File: src/rtl/rc_pwm_capture_if.sv
// rc_pwm_capture_if: receiver pin and ratio/status outputs of one RC PWM capture channel.
interface rc_pwm_capture_if;
    logic       pwm_in;
    logic [8:0] ratio;
    logic       valid;
    logic       update;
    logic       glitch;
    modport master (output pwm_in, input ratio, valid, update, glitch);
    modport slave  (input pwm_in, output ratio, valid, update, glitch);
endinterface

File: src/rtl/rc_pwm_capture.sv
// rc_pwm_capture: measures RC servo pulse high time and converts it to a saturating ratio without a divider.
module rc_pwm_capture #(
    parameter int unsigned MIN_TICKS       = 50000,
    parameter int unsigned STEP_TICKS      = 125,
    parameter int unsigned RATIO_MAX       = 400,
    parameter int unsigned MIN_VALID_TICKS = 40000,
    parameter int unsigned MAX_VALID_TICKS = 110000,
    parameter int unsigned TIMEOUT_TICKS   = 2500000,
    parameter int unsigned FAILSAFE_RATIO  = 0
) (
    input logic              clk,
    input logic              rst_n,
    rc_pwm_capture_if.slave  pwm_if
);
    localparam int WW = $clog2(MAX_VALID_TICKS + 1) + 1;
    localparam int PW = $clog2(STEP_TICKS + 1) + 1;
    localparam int SW = $clog2(RATIO_MAX + 1) + 1;
    localparam int TW = $clog2(TIMEOUT_TICKS + 1) + 1;

    typedef enum logic [1:0] {ARM, WAIT_RISE, MEASURE} state_t;

    state_t        state_q, state_d;
    logic          sync1_q, sync2_q, dly_q;
    logic [WW-1:0] width_q, width_d;
    logic [PW-1:0] pre_q, pre_d;
    logic [SW-1:0] step_q, step_d;
    logic [TW-1:0] to_q, to_d;
    logic [8:0]    ratio_q, ratio_d;
    logic          valid_q, valid_d, update_q, update_d, glitch_q, glitch_d;
    logic          rise, fall, step_wrap;

    assign rise      = sync2_q & ~dly_q;
    assign fall      = ~sync2_q & dly_q;
    assign step_wrap = pre_q == PW'(STEP_TICKS - 1);

    always_comb begin
        state_d  = state_q;
        width_d  = width_q;
        pre_d    = pre_q;
        step_d   = step_q;
        ratio_d  = ratio_q;
        valid_d  = valid_q;
        update_d = 1'b0;
        glitch_d = 1'b0;
        to_d     = (to_q == TW'(TIMEOUT_TICKS)) ? to_q : to_q + 1'b1;
        if (to_q == TW'(TIMEOUT_TICKS - 1)) begin
            valid_d = 1'b0;
            ratio_d = 9'(FAILSAFE_RATIO);
        end
        // Acceptance below overrides the timeout so a pulse landing on the expiry cycle wins.
        case (state_q)
            ARM: state_d = sync2_q ? ARM : WAIT_RISE;
            WAIT_RISE: if (rise) begin
                state_d = MEASURE;
                width_d = WW'(1);
                pre_d   = '0;
                step_d  = '0;
            end
            MEASURE: if (fall) begin
                state_d = WAIT_RISE;
                if (width_q >= WW'(MIN_VALID_TICKS)) begin
                    ratio_d  = 9'(step_q);
                    valid_d  = 1'b1;
                    update_d = 1'b1;
                    to_d     = '0;
                end else begin
                    glitch_d = 1'b1;
                end
            end else if (width_q == WW'(MAX_VALID_TICKS)) begin
                glitch_d = 1'b1;
                state_d  = ARM;
            end else begin
                width_d = width_q + 1'b1;
                if (width_q >= WW'(MIN_TICKS)) begin
                    pre_d  = step_wrap ? '0 : pre_q + 1'b1;
                    step_d = (step_wrap && step_q != SW'(RATIO_MAX)) ? step_q + 1'b1 : step_q;
                end
            end
            default: state_d = ARM;
        endcase
    end

    // Synchroniser resets high so a pin already high at reset release is not seen as a rise.
    always_ff @(posedge clk or negedge rst_n) begin
        if (!rst_n) begin
            state_q  <= ARM;
            sync1_q  <= 1'b1;
            sync2_q  <= 1'b1;
            dly_q    <= 1'b1;
            width_q  <= '0;
            pre_q    <= '0;
            step_q   <= '0;
            to_q     <= '0;
            ratio_q  <= 9'(FAILSAFE_RATIO);
            valid_q  <= 1'b0;
            update_q <= 1'b0;
            glitch_q <= 1'b0;
        end else begin
            state_q  <= state_d;
            sync1_q  <= pwm_if.pwm_in;
            sync2_q  <= sync1_q;
            dly_q    <= sync2_q;
            width_q  <= width_d;
            pre_q    <= pre_d;
            step_q   <= step_d;
            to_q     <= to_d;
            ratio_q  <= ratio_d;
            valid_q  <= valid_d;
            update_q <= update_d;
            glitch_q <= glitch_d;
        end
    end

    assign pwm_if.ratio  = ratio_q;
    assign pwm_if.valid  = valid_q;
    assign pwm_if.update = update_q;
    assign pwm_if.glitch = glitch_q;
endmodule

File: src/flat_wrapper.sv
// flat-port wrapper written by rule: the top's interface ports become plain ports
module rc_pwm_capture_flat 
#(
    parameter int unsigned MIN_TICKS       = 50000,
    parameter int unsigned STEP_TICKS      = 125,
    parameter int unsigned RATIO_MAX       = 400,
    parameter int unsigned MIN_VALID_TICKS = 40000,
    parameter int unsigned MAX_VALID_TICKS = 110000,
    parameter int unsigned TIMEOUT_TICKS   = 2500000,
    parameter int unsigned FAILSAFE_RATIO  = 0
)
  (clk, rst_n, pwm_if_pwm_in, pwm_if_ratio, pwm_if_valid, pwm_if_update, pwm_if_glitch);
  rc_pwm_capture_if pwm_if_i ();
  input logic clk;
  input logic rst_n;
  input wire logic [$bits(pwm_if_i.pwm_in)-1:0] pwm_if_pwm_in;
  output wire logic [$bits(pwm_if_i.ratio)-1:0] pwm_if_ratio;
  output wire logic [$bits(pwm_if_i.valid)-1:0] pwm_if_valid;
  output wire logic [$bits(pwm_if_i.update)-1:0] pwm_if_update;
  output wire logic [$bits(pwm_if_i.glitch)-1:0] pwm_if_glitch;
  assign pwm_if_i.pwm_in = pwm_if_pwm_in;
  assign pwm_if_ratio = pwm_if_i.ratio;
  assign pwm_if_valid = pwm_if_i.valid;
  assign pwm_if_update = pwm_if_i.update;
  assign pwm_if_glitch = pwm_if_i.glitch;
  rc_pwm_capture #(.MIN_TICKS(MIN_TICKS), .STEP_TICKS(STEP_TICKS), .RATIO_MAX(RATIO_MAX), .MIN_VALID_TICKS(MIN_VALID_TICKS), .MAX_VALID_TICKS(MAX_VALID_TICKS), .TIMEOUT_TICKS(TIMEOUT_TICKS), .FAILSAFE_RATIO(FAILSAFE_RATIO)) u_core (.clk(clk), .rst_n(rst_n), .pwm_if(pwm_if_i));
endmodule
File: config.mk
export PLATFORM = sky130hd
export DESIGN_NAME = rc_pwm_capture_flat
export DESIGN_NICKNAME = d
export VERILOG_FILES = /design/src/rtl/rc_pwm_capture_if.sv /design/src/rtl/rc_pwm_capture.sv /design/src/flat_wrapper.sv
export SDC_FILE = /design/constraint.sdc
export NUM_CORES = 1
export LEC_CHECK = 0
export BUFFER_PORTS_ARGS = -buffer_cell sky130_fd_sc_hd__buf_2
export CAP_MARGIN = 15
export CORE_MARGIN = 2
export CORE_UTILIZATION = 45
export DETAILED_ROUTE_END_ITERATION = 10
export RECOVER_POWER = 50
export SLEW_MARGIN = 30
export SYNTH_ARGS = -nofsm -noshare
export SYNTH_HDL_FRONTEND = slang
export SYNTH_SLANG_ARGS = --single-unit
File: constraint.sdc
create_clock -name clk -period 2.41 [get_ports clk]
set_clock_uncertainty 0.05 [all_clocks]
set_input_delay 0.241 -clock clk [delete_from_list [all_inputs] [get_ports clk]]
set_output_delay 0.241 -clock clk [all_outputs]
set_load 0.1 [all_outputs]
; ---- Yosys cells after proc, flatten, opt, wreduce, memory -nomap -nowiden
; Cells that the tools add are included.
[totals]
ff_bits = 76
output_inout_bits = 12
[classes]
eq_ne = 13
reduce_logical = 7
n_mux = 40
add_sub_neg = 4
bitwise = 4
order_cmp = 2
[op_table]
columns = operator, n
row1 = 23-bit two-way mux, 4
row2 = 18-bit two-way mux, 3
row3 = 10-bit two-way mux, 5
row4 = 23-bit by 22-bit == test with 1-bit output (second input constant), 2
row5 = 8-bit two-way mux, 5
row6 = 18-bit by 16-bit greater-or-equal comparator with 1-bit output (second input constant), 2
row7 = 9-bit two-way mux, 4
row8 = 18-bit one-hot mux with 2 select lines, 1
row9 = 23-bit by 1-bit adder with 23-bit output (second input constant), 1
row10 = 10-bit one-hot mux with 2 select lines, 1
row11 = 18-bit by 1-bit adder with 18-bit output (second input constant), 1
row12 = 18-bit by 17-bit == test with 1-bit output (second input constant), 1
row13 = 8-bit one-hot mux with 2 select lines, 1
row14 = 1-bit two-way mux, 12
row15 = 10-bit by 1-bit adder with 10-bit output (second input constant), 1
row16 = 10-bit by 9-bit inequality test with 1-bit output (second input constant), 1
row17 = 8-bit by 1-bit adder with 8-bit output (second input constant), 1
row18 = 8-bit by 7-bit == test with 1-bit output (second input constant), 1
row19 = 2-bit two-way mux, 3
row20 = 2-bit by 1-bit inequality test with 1-bit output (second input constant), 3
row21 = 2-bit one-hot mux with 3 select lines, 1
row22 = 6-bit AND reduction, 1
row23 = 5-bit AND reduction, 1
row24 = 2-bit inequality test (second input constant), 2
row25 = other kinds (10), 12

; ---- Longest topological paths before layout
; Gate-level depths: netlist of run 1.
[logic_depth]
word_depth = 7
depth_mapped = 9
mapped_depth_nobuf = 8

; ---- Least setup slack after synthesis of run 1
; Ideal clock, no wire load.
[synth_timing]
path_kind = flip-flop to flip-flop
startpoint = register u_core.state_q[0]
endpoint = register u_core.step_q[4]
setup_ns = 0.110
stages_incl_launch_ff = 9
setup_slack_ns = 0.240
arrival_time_ns = 2.009
required_time_ns = 2.250
path_cell_list = dfrtp_1 inv_1 ha_1 clkbuf_1 o211ai_1 o21ai_0 or3_1 or2_1 o41ai_1
[synth_between]
elab_chain_len = 3
word_cells_on_any_way = 10
[synth_rtl]
columns = item, line
row1 = "start, declared", rc_pwm_capture.sv:22  ; state_t state_q, state_d;
row2 = "start signal, assigned", rc_pwm_capture.sv:99  ; state_q <= state_d;
row3 = 2-bit == test / 2-bit by 1-bit == test with 1-bit output (equally long branches), rc_pwm_capture.sv:51  ; case (state_q)
row4 = "2-bit inequality test (no line), or another cell as far along", -
row5 = 6-bit AND reduction (no line), -
row6 = "end signal, assigned", rc_pwm_capture.sv:105  ; step_q <= step_d;
row7 = "end, declared", rc_pwm_capture.sv:26  ; logic [SW-1:0] step_q, step_d;
; Several ways; a longest one is shown, not always the timed one.
; A chain may end at the register's enable or synchronous reset.

; ---- Final worst setup path of run 1
[layout_timing]
startpoint = register u_core.width_q[14]
endpoint = register u_core.step_q[9]
[layout_between]
elab_chain_len = 3
word_cells_on_any_way = 5
[layout_rtl]
columns = item, line
row1 = "start, declared", rc_pwm_capture.sv:24  ; logic [WW-1:0] width_q, width_d;
row2 = "start signal, assigned", rc_pwm_capture.sv:103  ; width_q <= width_d;
row3 = 18-bit by 16-bit greater-or-equal comparator with 1-bit output / 18-bit by 17-bit == test with 1-bit output (equally long branches), "rc_pwm_capture.sv:74, rc_pwm_capture.sv:69"
row4 = 2-bit by 1-bit inequality test with 1-bit output (no line) / 2-bit inequality test (equally long branches), -
row5 = 6-bit AND reduction (no line) *, -
; Mark *: on every way between the ends. The rest lies on a longest branch, timed or not.

==> run_results.csv, run 1 <==
group,metric,value,unit
status,status,"complete, no violations",
routing,vias,2988,
die,rows,34,
finish,final_nets,468,
routing,route.met2.wl,3441,um
clocking,cts_tree,"done",
die,coreArea,8636,um2
yosys,synthTopCellsByArea,"dfrtp_1 46%, nor2_1 5.3%, xor2_1 4.8%",
routing,vias_per_cell,5.288,
hold_path,min_to,"u_core.sync2_q$_DFF_PN1_",
routing,post_drt_wl_per_cell,13.91,um
die,die_x,98.08,um
setup_path,r2r_cells,6,
yosys,syn-instance-count,422,
yosys,synth_ff_type,"dfrtp_1",
yosys,synth_area,3983,um2
global_route,grt_pass1_vias,2935,
power,power.leakage,2.006,nW
routing,antenna_left,0,
clocking,cts.sinks,76,
setup_path,slowest_stage,"or4b_4",
sta,slew_violations,0,
routing,top_layer_used,"met4",
sta,tightestPinTransition,1.161,ns
power,power_density,668.2,nW/um2
sta,slew_headroom,22.94,%
setup_path,crit_type,"reg2reg",
routing,drc,0,
clocking,cts_buffers,9,
clocking,clockBufferDepth,2,
global_route,grt_pass1_wl,13740,um
setup_path,cp_num_buf_inv,0,
setup_path,end_kind,"flop",
setup_path,cpPeakStageDelay,0.58,ns
hold_path,min-delay-start,"u_core.sync1_q$_DFF_PN1_",
yosys,synth_warnings,0,
routing,first_iter_violations,73,
finish,syn2layout_area_growth,13.76,%
die,die_h,98.08,um
placement,dp_hpwl,5449,um
flow_run,cap_viol_max_count,0,
sta,min_period,2.276,ns
sta,max_freq,439.4,MHz
sta,fin_crit_sh,94.44,%
routing,wirelength,7860,um
placement,gp_congestion,0.8342,
clocking,cts-root-buf,"clkbuf_8",
setup_path,regToRegEndpoint,"u_core.step_q[9]$_DFFE_PN0P_",
placement,port-buffer-count,14,
sta,finalSetupTns,0,ns
setup_path,start_kind,"flop",
setup_path,reg2reg_from,"u_core.width_q[14]$_DFFE_PN0P_",
finish,num_antenna_cells,0,
setup_path,startpoint,"u_core.width_q[14]$_DFFE_PN0P_",
routing,wl_met3,213,um
global_route,overflow,0,
yosys,netlist.top_cell.by_area,"dfrtp_1",
setup_path,worstPathArrival,2.46,ns
global_route,antenna_found_initial,0,
setup_path,crit_chain,"or4b_4 > nor4b_4 > a21o_2 > or3_4 > nor4_1 > a211o_1",
setup_path,cp_max_fo,7,
finish,fill_cells,795,
global_route,grtUsageTotal,17.49,%
placement,placed_area,4273,um2
sta,final-setup-viol-count,0,
die,die_area,9619,um2
finish,design_area,4531,um2
global_route,grt_start_max_net_pins,44,
die,start_util,46.12,%
finish,drive_above_1_share,13.35,%
hold_path,min_path_cells,0,
clocking,clkSlewWorstSetupHoldPaths,0.08,ns
clocking,cts_max_level,3,
routing,met1Wirelength,4031,um
yosys,ys_seq_elements,76,
yosys,synthTopCellsByCount,"73 x dfrtp_1, 56 x nor2_1, 47 x nand2_1",
yosys,synth_cell_types,54,
yosys,yosysSeqAreaShare,47.85,%
routing,drtPass1Iterations,4,
setup_path,cp_data_required_time,2.60,ns
setup_path,critical-path-top-delay-family,"simple AND/OR/NAND/NOR gates",
sta,hold_viol_final,0,
setup_path,r2r_slack,0.13,ns
yosys,synthArstFlopShare,100.0,%
hold_path,worstHoldPathType,"reg2reg",
yosys,synth_edf_count,0,
clocking,insertion_delay,0.35,ns
yosys,synth_top_area_share,45.87,%
power,ir_drop,0.2310,mV
die,ios,15,
yosys,yosysMostFrequentCell,"dfrtp_1",
yosys,syn-num-nets,438,
yosys,syn-mean-instance-area,9.437,um2
[worst max-delay path by stage]
stage | cells after the start | slack, ns | to
6_report | 6 | 0.13 | u_core.step_q[9]$_DFFE_PN0P_
5_1_grt | 7 | -0.002 | u_core.step_q[4]$_DFFE_PN0P_
4_1_cts | 8 | -0.02 | u_core.width_q[16]$_DFFE_PN0P_
3_5_place_dp | 7 | -0.02 | u_core.step_q[4]$_DFFE_PN0P_
3_3_place_gp | 7 | 0.02 | u_core.step_q[6]$_DFFE_PN0P_
2_1_floorplan | 8 | 0.24 | u_core.step_q[4]$_DFFE_PN0P_
[power by group]
group	total (mW)	internal, mW	switching (mW)
Clock	0.998	0.509	0.489
Combinational	0.640	0.232	0.408
Sequential	1.39	1.33	0.0631
[sequential cells by signal (all words and copies together), names as in the netlist]
signal                cells
u_core.to_q              23
u_core.width_q           18
u_core.step_q            10
u_core.pwm_if.ratio       9
u_core.pre_q              8
u_core.state_q            2
u_core.dly_q              1
u_core.pwm_if.glitch      1
u_core.pwm_if.update      1
u_core.pwm_if.valid       1
u_core.sync1_q            1
u_core.sync2_q            1
[through the flow]
step                total power [mW]  hold slack (ns)  std cells  worst slack, ns  util, %
CTS                            3.023           0.3083        565         -0.01621    52.12
global route                   3.203           0.3147        565        -0.001622    52.46
detailed placement             2.009           0.2102        547         -0.01813    49.48
global placement               1.997           0.2029        547          0.02241    49.48
finish                         3.028           0.3132        565           0.1339    52.46
floorplan                      1.793          -0.1046        422           0.2403        -
[timing repair]
action / CTS / global route
gates resized for setup: 1 / 9
pin swaps: 0 / 1
setup endpoints to repair: 7 / 23
setup buffers: 0 / 0
cloned: 0 / 0
hold buffers: 2 / 0
hold endpoints to repair: 39 / 0
[routing by layer]
layer / vias to the layer above / GRT usage [%]
met5: - / 0
li1: 1531 / -
met2: 26 / 26.40
met4: 0 / 7.265
met3: 14 / 3.865
met1: 1417 / 24.50
[logic make-up (layout without fill, tap and decap cells)]
group                    Yosys count  after routing  synth area share, %
AO/OA/AOI/OAI                     67             67                11.31
XOR/XNOR                          37             37                8.137
multiplexers                       4              4                1.037
flip-flops                        76             76                47.85
AND/OR/NAND/NOR                  196            196                24.63
adder cells (fa/ha/maj)           13             13                4.084
buffers and inverters             29             64                2.953
[layout make-up]
type	instances	area [um2]	share of cell area [%]
clock buffer	11	141.4	3.121
clock inverter	5	61.31	1.353
inverter	16	60.06	1.326
multi-input combinational	317	2018	44.55
sequential	76	1906	42.06
tap	108	135.1	2.983
timing repair buffer	32	209.0	4.612
[cell usage in the layout (no fill, tap or decap), types with 11 or more instances in the layout]
cell type,count
buf_2,11
buf_4,12
dfrtp_1,73
ha_1,12
inv_1,16
nand2_1,47
nand3_1,28
nor2_1,56
o21ai_0,22
xnor2_1,15
xor2_1,22
Note: power is estimated with default switching activity, not from simulation.
==> inputs of run 2 (changes only) <==
--- a/config.mk
+++ b/config.mk
@@ -9,6 +9,7 @@
 export CAP_MARGIN = 15
 export CORE_MARGIN = 2
 export CORE_UTILIZATION = 45
+export CTS_BUF_LIST = sky130_fd_sc_hd__clkbuf_4
 export DETAILED_ROUTE_END_ITERATION = 10
 export RECOVER_POWER = 50
 export SLEW_MARGIN = 30
==> run 2 against run 1 <==
Net effect:
- first-iteration DRC count grew 9.6%
- setup slack worse by 0.011 ns
- utilization decreased by 0.72 points
- sequential cell count unchanged
- design area decreased by 1.4%
==> run_results.csv, run 2 (synthesis gave the netlist of run 1 again) <==
group,metric,value,unit
clocking,cts_max_level,3,
finish,reg_top3,"u_core.to_q: 23 flops, u_core.width_q: 18 flops, u_core.step_q: 10 flops",
setup_path,slowest_stage,"or4b_4",
die,die_h,98.08,um
power,pwr-share-comb,22.6,%
setup_path,r2r_slack,0.12,ns
placement,port-buffer-count,14,
clocking,clockBufferDepth,2,
sta,tightestPinTransition,1.161,ns
sta,final-setup-viol-count,0,
power,power_density,628.6,nW/um2
finish,regMostFlops,"u_core.to_q",
power,power.leakage,1.981,nW
routing,vias_per_cell,5.257,
power,p_sw_share,32.91,%
setup_path,crit_chain,"or4b_4 > nor4b_4 > a21o_2 > or3_4 > nor4_1 > a211o_1",
flow_run,cap_viol_max_count,0,
global_route,grt_pass1_vias,2935,
die,die_area,9619,um2
hold_path,min-delay-start,"u_core.sync1_q$_DFF_PN1_",
sta,finalSetupTns,0,ns
global_route,overflow,0,
setup_path,r2r_cells,6,
hold_path,min_to,"u_core.sync2_q$_DFF_PN1_",
setup_path,reg2reg_from,"u_core.width_q[14]$_DFFE_PN0P_",
power,p_seq_share,49.5,%
finish,final_nets,468,
routing,drtPass1Iterations,6,
setup_path,cp_num_buf_inv,0,
finish,drive_above_1_share,13.35,%
die,ios,15,
routing,first_iter_violations,80,
status,status,"complete, no violations",
die,rows,34,
finish,num_antenna_cells,0,
clocking,cts_tree,"done",
die,coreArea,8636,um2
placement,gp_congestion,0.8342,
power,ir_drop,0.2472,mV
clocking,insertion_delay,0.43,ns
sta,slew_violations,0,
clocking,cts.sinks,76,
clocking,post-cts-setup-buffers,0,
sta,slew_headroom,22.94,%
finish,final_common_cell,"dfrtp_1",
setup_path,regToRegEndpoint,"u_core.step_q[9]$_DFFE_PN0P_",
sta,hold_viol_final,0,
clocking,cts-root-buf,"clkbuf_4",
finish,syn2layout_area_growth,12.19,%
die,start_util,46.12,%
finish,most-common-layout-cells,"73 x dfrtp_1, 56 x nor2_1, 47 x nand2_1",
sta,layout_setup_ws,0.1227,ns
setup_path,cpPeakStageDelay,0.58,ns
setup_path,crit_type,"reg2reg",
placement,placed_area,4273,um2
placement,dp_hpwl,5449,um
sta,fin_crit_sh,94.91,%
clocking,clkSlewWorstSetupHoldPaths,0.13,ns
hold_path,min_path_cells,0,
global_route,antenna_found_initial,0,
hold_path,worstHoldPathType,"reg2reg",
global_route,grt_pass1_wl,13640,um
finish,fill_cells,804,
routing,wirelength,7784,um
setup_path,start_kind,"flop",
setup_path,cp_data_required_time,2.67,ns
power,intPower,1.884,mW
setup_path,cp_max_fo,7,
setup_path,end_kind,"flop",
routing,vias,2970,
finish,largest_reg_flops,23,
finish,design_area,4468,um2
die,die_x,98.08,um
clocking,cts_buffers,9,
setup_path,critical-path-top-delay-family,"simple AND/OR/NAND/NOR gates",
setup_path,worstPathArrival,2.55,ns
routing,drc,0,
global_route,grt_start_max_net_pins,44,
routing,post_drt_wl_per_cell,13.78,um
power,total_power,2.809,mW
sta,max_freq,437.2,MHz
global_route,grtUsageTotal,17.37,%
placement,pre_cts_ws,-0.01813,ns
power,clock_power_share,27.9,%
sta,min_period,2.287,ns
routing,antenna_left,0,
power,p_sw,0.9242,mW
## run 2: cell count changes in the layout (fill, tap and decap cells not counted)
cell / change
clkinv_1: +1
clkbuf_4: +10
clkbuf_1: -1
clkbuf_8: -10
## run 2: cell type report
type,count,area [um2],area share (%)
clock buffer,10,75.07,1.680
clock inverter,6,65.06,1.456
inverter,16,60.06,1.344
multi-input combinational,317,2018,45.17
sequential,76,1906,42.65
tap,108,135.1,3.024
timing repair buffer,32,209.0,4.677
## run 2: what timing repair did
action                                  CTS  global route
resized for setup                         1             9
hold buffers                              2             0
hold endpoints to repair                 39             0
endpoints found under the setup margin    5            24
pin swaps                                 0             1
## run 2: layer usage
| layer | part of all wire [%] | wire length (um) | global-route usage (%) | up-vias |
|---|---|---|---|---|
| met4 | 2.2 | 168 | 6.944 | 0 |
| met3 | 2.7 | 213 | 3.865 | 14 |
| met5 | 0 | 0 | 0 | - |
| li1 | - | - | - | 1531 |
| met1 | 51 | 3973 | 24.09 | 1395 |
| met2 | 44 | 3429 | 26.61 | 30 |
## run 2: worst reg2reg max path, cell delays in order (launching register included)
cell and delay [ns]:
dfrtp_1 0.48, or4b_4 0.58, nor4b_4 0.31, a21o_2 0.27, or3_4 0.17, nor4_1 0.05, a211o_1 0.26
## run 2: how the worst max path moves through the flow
stage                                         from                              to  depth (start not counted)
floorplan            u_core.state_q[0]$_DFFE_PN0P_    u_core.step_q[4]$_DFFE_PN0P_                          8
global placement     u_core.state_q[0]$_DFFE_PN0P_    u_core.step_q[6]$_DFFE_PN0P_                          7
detailed placement   u_core.state_q[0]$_DFFE_PN0P_    u_core.step_q[4]$_DFFE_PN0P_                          7
CTS                  u_core.state_q[0]$_DFFE_PN0P_  u_core.width_q[16]$_DFFE_PN0P_                          8
global route           u_core.pre_q[1]$_DFFE_PN0P_    u_core.step_q[6]$_DFFE_PN0P_                          8
finish              u_core.width_q[14]$_DFFE_PN0P_    u_core.step_q[9]$_DFFE_PN0P_                          6
## run 2: metrics by stage
step	utilization [%]	hold WS, ns	std cells
5_1_grt	51.74	0.3210	565
3_3_place_gp	49.48	0.2029	547
4_1_cts	51.39	0.2631	565
3_5_place_dp	49.48	0.2102	547
6_report	51.74	0.3189	565
2_1_floorplan	-	-0.1046	422
## run 2: power groups by stage
| stage | Combinational, mW | Clock (mW) | Sequential [mW] |
|---|---|---|---|
| 2_1_floorplan | 0.380 | 0 | 1.41 |
| 3_3_place_gp | 0.587 | 0 | 1.41 |
| 3_5_place_dp | 0.596 | 0 | 1.41 |
| 4_1_cts | 0.610 | 0.813 | 1.39 |
| 5_1_grt | 0.723 | 0.867 | 1.40 |
| 6_report | 0.635 | 0.784 | 1.39 |
==> inputs of run 3 (changes only) <==
--- a/config.mk
+++ b/config.mk
@@ -11,6 +11,7 @@
 export CORE_UTILIZATION = 45
 export CTS_BUF_LIST = sky130_fd_sc_hd__clkbuf_4
 export DETAILED_ROUTE_END_ITERATION = 10
+export MAX_ROUTING_LAYER = met4
 export RECOVER_POWER = 50
 export SLEW_MARGIN = 30
 export SYNTH_ARGS = -nofsm -noshare
==> run 3 against run 2 <==
Net effect:
- total power is essentially flat
- critical endpoint unchanged
- wire length down 0.22%
- count of clock-buffer cells in the layout is the same
- sequential power barely moved
- highest routed layer unchanged
==> run_results.csv, run 3 (synthesis gave the netlist of run 1 again) <==
group,metric,value,unit
setup_path,crit_chain,"or4b_4 > nor4b_4 > a21o_2 > or3_4 > nor4_1 > a211o_1",
routing,drc,0,
power,power_density,628.7,nW/um2
clocking,clkSlewWorstSetupHoldPaths,0.13,ns
finish,syn2layout_area_growth,12.19,%
routing,vias,2992,
clocking,clockBufferDepth,2,
routing,post_drt_wl_per_cell,13.75,um
global_route,antenna_found_initial,0,
finish,final_common_cell,"dfrtp_1",
placement,pre_cts_ws,-0.01813,ns
sta,hold_viol_final,0,
finish,final_core_util,51.74,%
sta,tightestPinTransition,1.161,ns
clocking,cts-root-buf,"clkbuf_4",
die,die_x,98.08,um
setup_path,crit_type,"reg2reg",
placement,port-buffer-count,14,
routing,vias_per_cell,5.296,
setup_path,end_kind,"flop",
sta,min_period,2.285,ns
sta,final-setup-viol-count,0,
finish,regMostFlops,"u_core.to_q",
clocking,cts.sinks,76,
finish,reg_top3,"u_core.to_q: 23 flops, u_core.width_q: 18 flops, u_core.step_q: 10 flops",
setup_path,cpPeakStageDelay,0.58,ns
finish,largest_reg_flops,23,
setup_path,slowest_stage,"or4b_4",
setup_path,start_kind,"flop",
clocking,insertion_delay,0.43,ns
sta,slew_headroom,22.94,%
routing,antenna_left,0,
clocking,cts_tree,"done",
placement,dp_hpwl,5449,um
finish,most-common-layout-cells,"73 x dfrtp_1, 56 x nor2_1, 47 x nand2_1",
sta,layout_setup_ws,0.1253,ns
global_route,grtUsageTotal,17.84,%
die,rows,34,
die,coreArea,8636,um2
power,ir_drop,0.2469,mV
status,status,"complete, no violations",
setup_path,worstPathArrival,2.55,ns
global_route,grt_start_max_net_pins,44,
sta,fin_crit_sh,94.80,%
global_route,grt_pass1_wl,13620,um
power,power.leakage,1.981,nW
hold_path,worstHoldPathType,"reg2reg",
die,die_h,98.08,um
die,ios,15,
finish,final_nets,468,
die,die_area,9619,um2
setup_path,cp_data_required_time,2.68,ns
flow_run,cap_viol_max_count,0,
sta,max_freq,437.7,MHz
setup_path,cp_num_buf_inv,0,
clocking,cts_max_level,3,
setup_path,cp_max_fo,7,
die,start_util,46.12,%
global_route,overflow,0,
routing,wirelength,7767,um
global_route,grt_pass1_vias,2936,
finish,num_antenna_cells,0,
finish,drive_above_1_share,13.35,%
setup_path,critical-path-top-delay-family,"simple AND/OR/NAND/NOR gates",
clocking,cts_buffers,9,
placement,gp_congestion,0.8470,
routing,drtPass1Iterations,4,
routing,first_iter_violations,82,
sta,slew_violations,0,
[run 3: what timing repair did]
action                                 in CTS  in global routing
pin swaps                                   0                  1
cloned                                      0                  0
hold buffers                                2                  0
endpoints found under the hold margin      39                  0
gates resized for setup                     1                  9
setup buffers                               0                  0
setup endpoints to repair                   5                 24
[run 3: worst paths after layout]
path / slack (ns) / cells past startpoint / end / from
worst max-delay path: 0.13 / 6 / u_core.step_q[9]$_DFFE_PN0P_ / u_core.width_q[14]$_DFFE_PN0P_
worst min-delay path: 0.32 / 0 / u_core.sync2_q$_DFF_PN1_ / u_core.sync1_q$_DFF_PN1_
worst max register to register: 0.13 / 6 / u_core.step_q[9]$_DFFE_PN0P_ / u_core.width_q[14]$_DFFE_PN0P_
worst min register to register: 0.32 / 0 / u_core.sync2_q$_DFF_PN1_ / u_core.sync1_q$_DFF_PN1_
max in group asynchronous: 0.63 / 3 / u_core.to_q[4]$_DFF_PN0_ / rst_n
min in group asynchronous: 0.44 / 2 / u_core.width_q[13]$_DFFE_PN0P_ / rst_n
[run 3: through the flow]
step / hold slack, ns / cell area, um2 / TNS, ns / total power, mW / instances
CTS: 0.2631 / 4438 / -0.02976 / 2.811 / 565
global route: 0.3210 / 4468 / -0.004310 / 2.987 / 565
finish: 0.3189 / 4468 / 0 / 2.809 / 565
global placement: 0.2029 / 4273 / 0 / 1.997 / 547
floorplan: -0.1046 / 3983 / 0 / 1.793 / 422
detailed placement: 0.2102 / 4273 / -0.03624 / 2.009 / 547
[run 3: layout make-up]
class / instances / area [um2]
Clock buffer: 10 / 75.07
Sequential cell: 76 / 1906
Fill cell: 804 / 4168
Tap cell: 108 / 135.1
Inverter: 16 / 60.06
Clock inverter: 6 / 65.06
Multi-Input combinational cell: 317 / 2018
Timing Repair Buffer: 32 / 209.0
[run 3: worst reg2reg max path: cells and delay by family (launching register included)]
family / cells / cell delay [ns]
simple gates: 4 / 1.11
flops: 1 / 0.48
compound gates: 2 / 0.53
[run 3: power by group]
| group | leakage [nW] | internal, mW | total (mW) | switching (mW) |
|---|---|---|---|---|
| combinational | 0.886 | 0.231 | 0.634 | 0.403 |
| sequential | 1.03 | 1.33 | 1.39 | 0.0627 |
| clock | 0.0663 | 0.326 | 0.785 | 0.459 |
[run 3: layer usage]
metal	track usage, %	vias to the layer above	part of all wire (%)
met1	24.04	1410	51
met3	3.221	17	2.6
li1	-	1534	-
met4	7.585	0	2.5
met5	-	-	0
met2	26.61	31	44
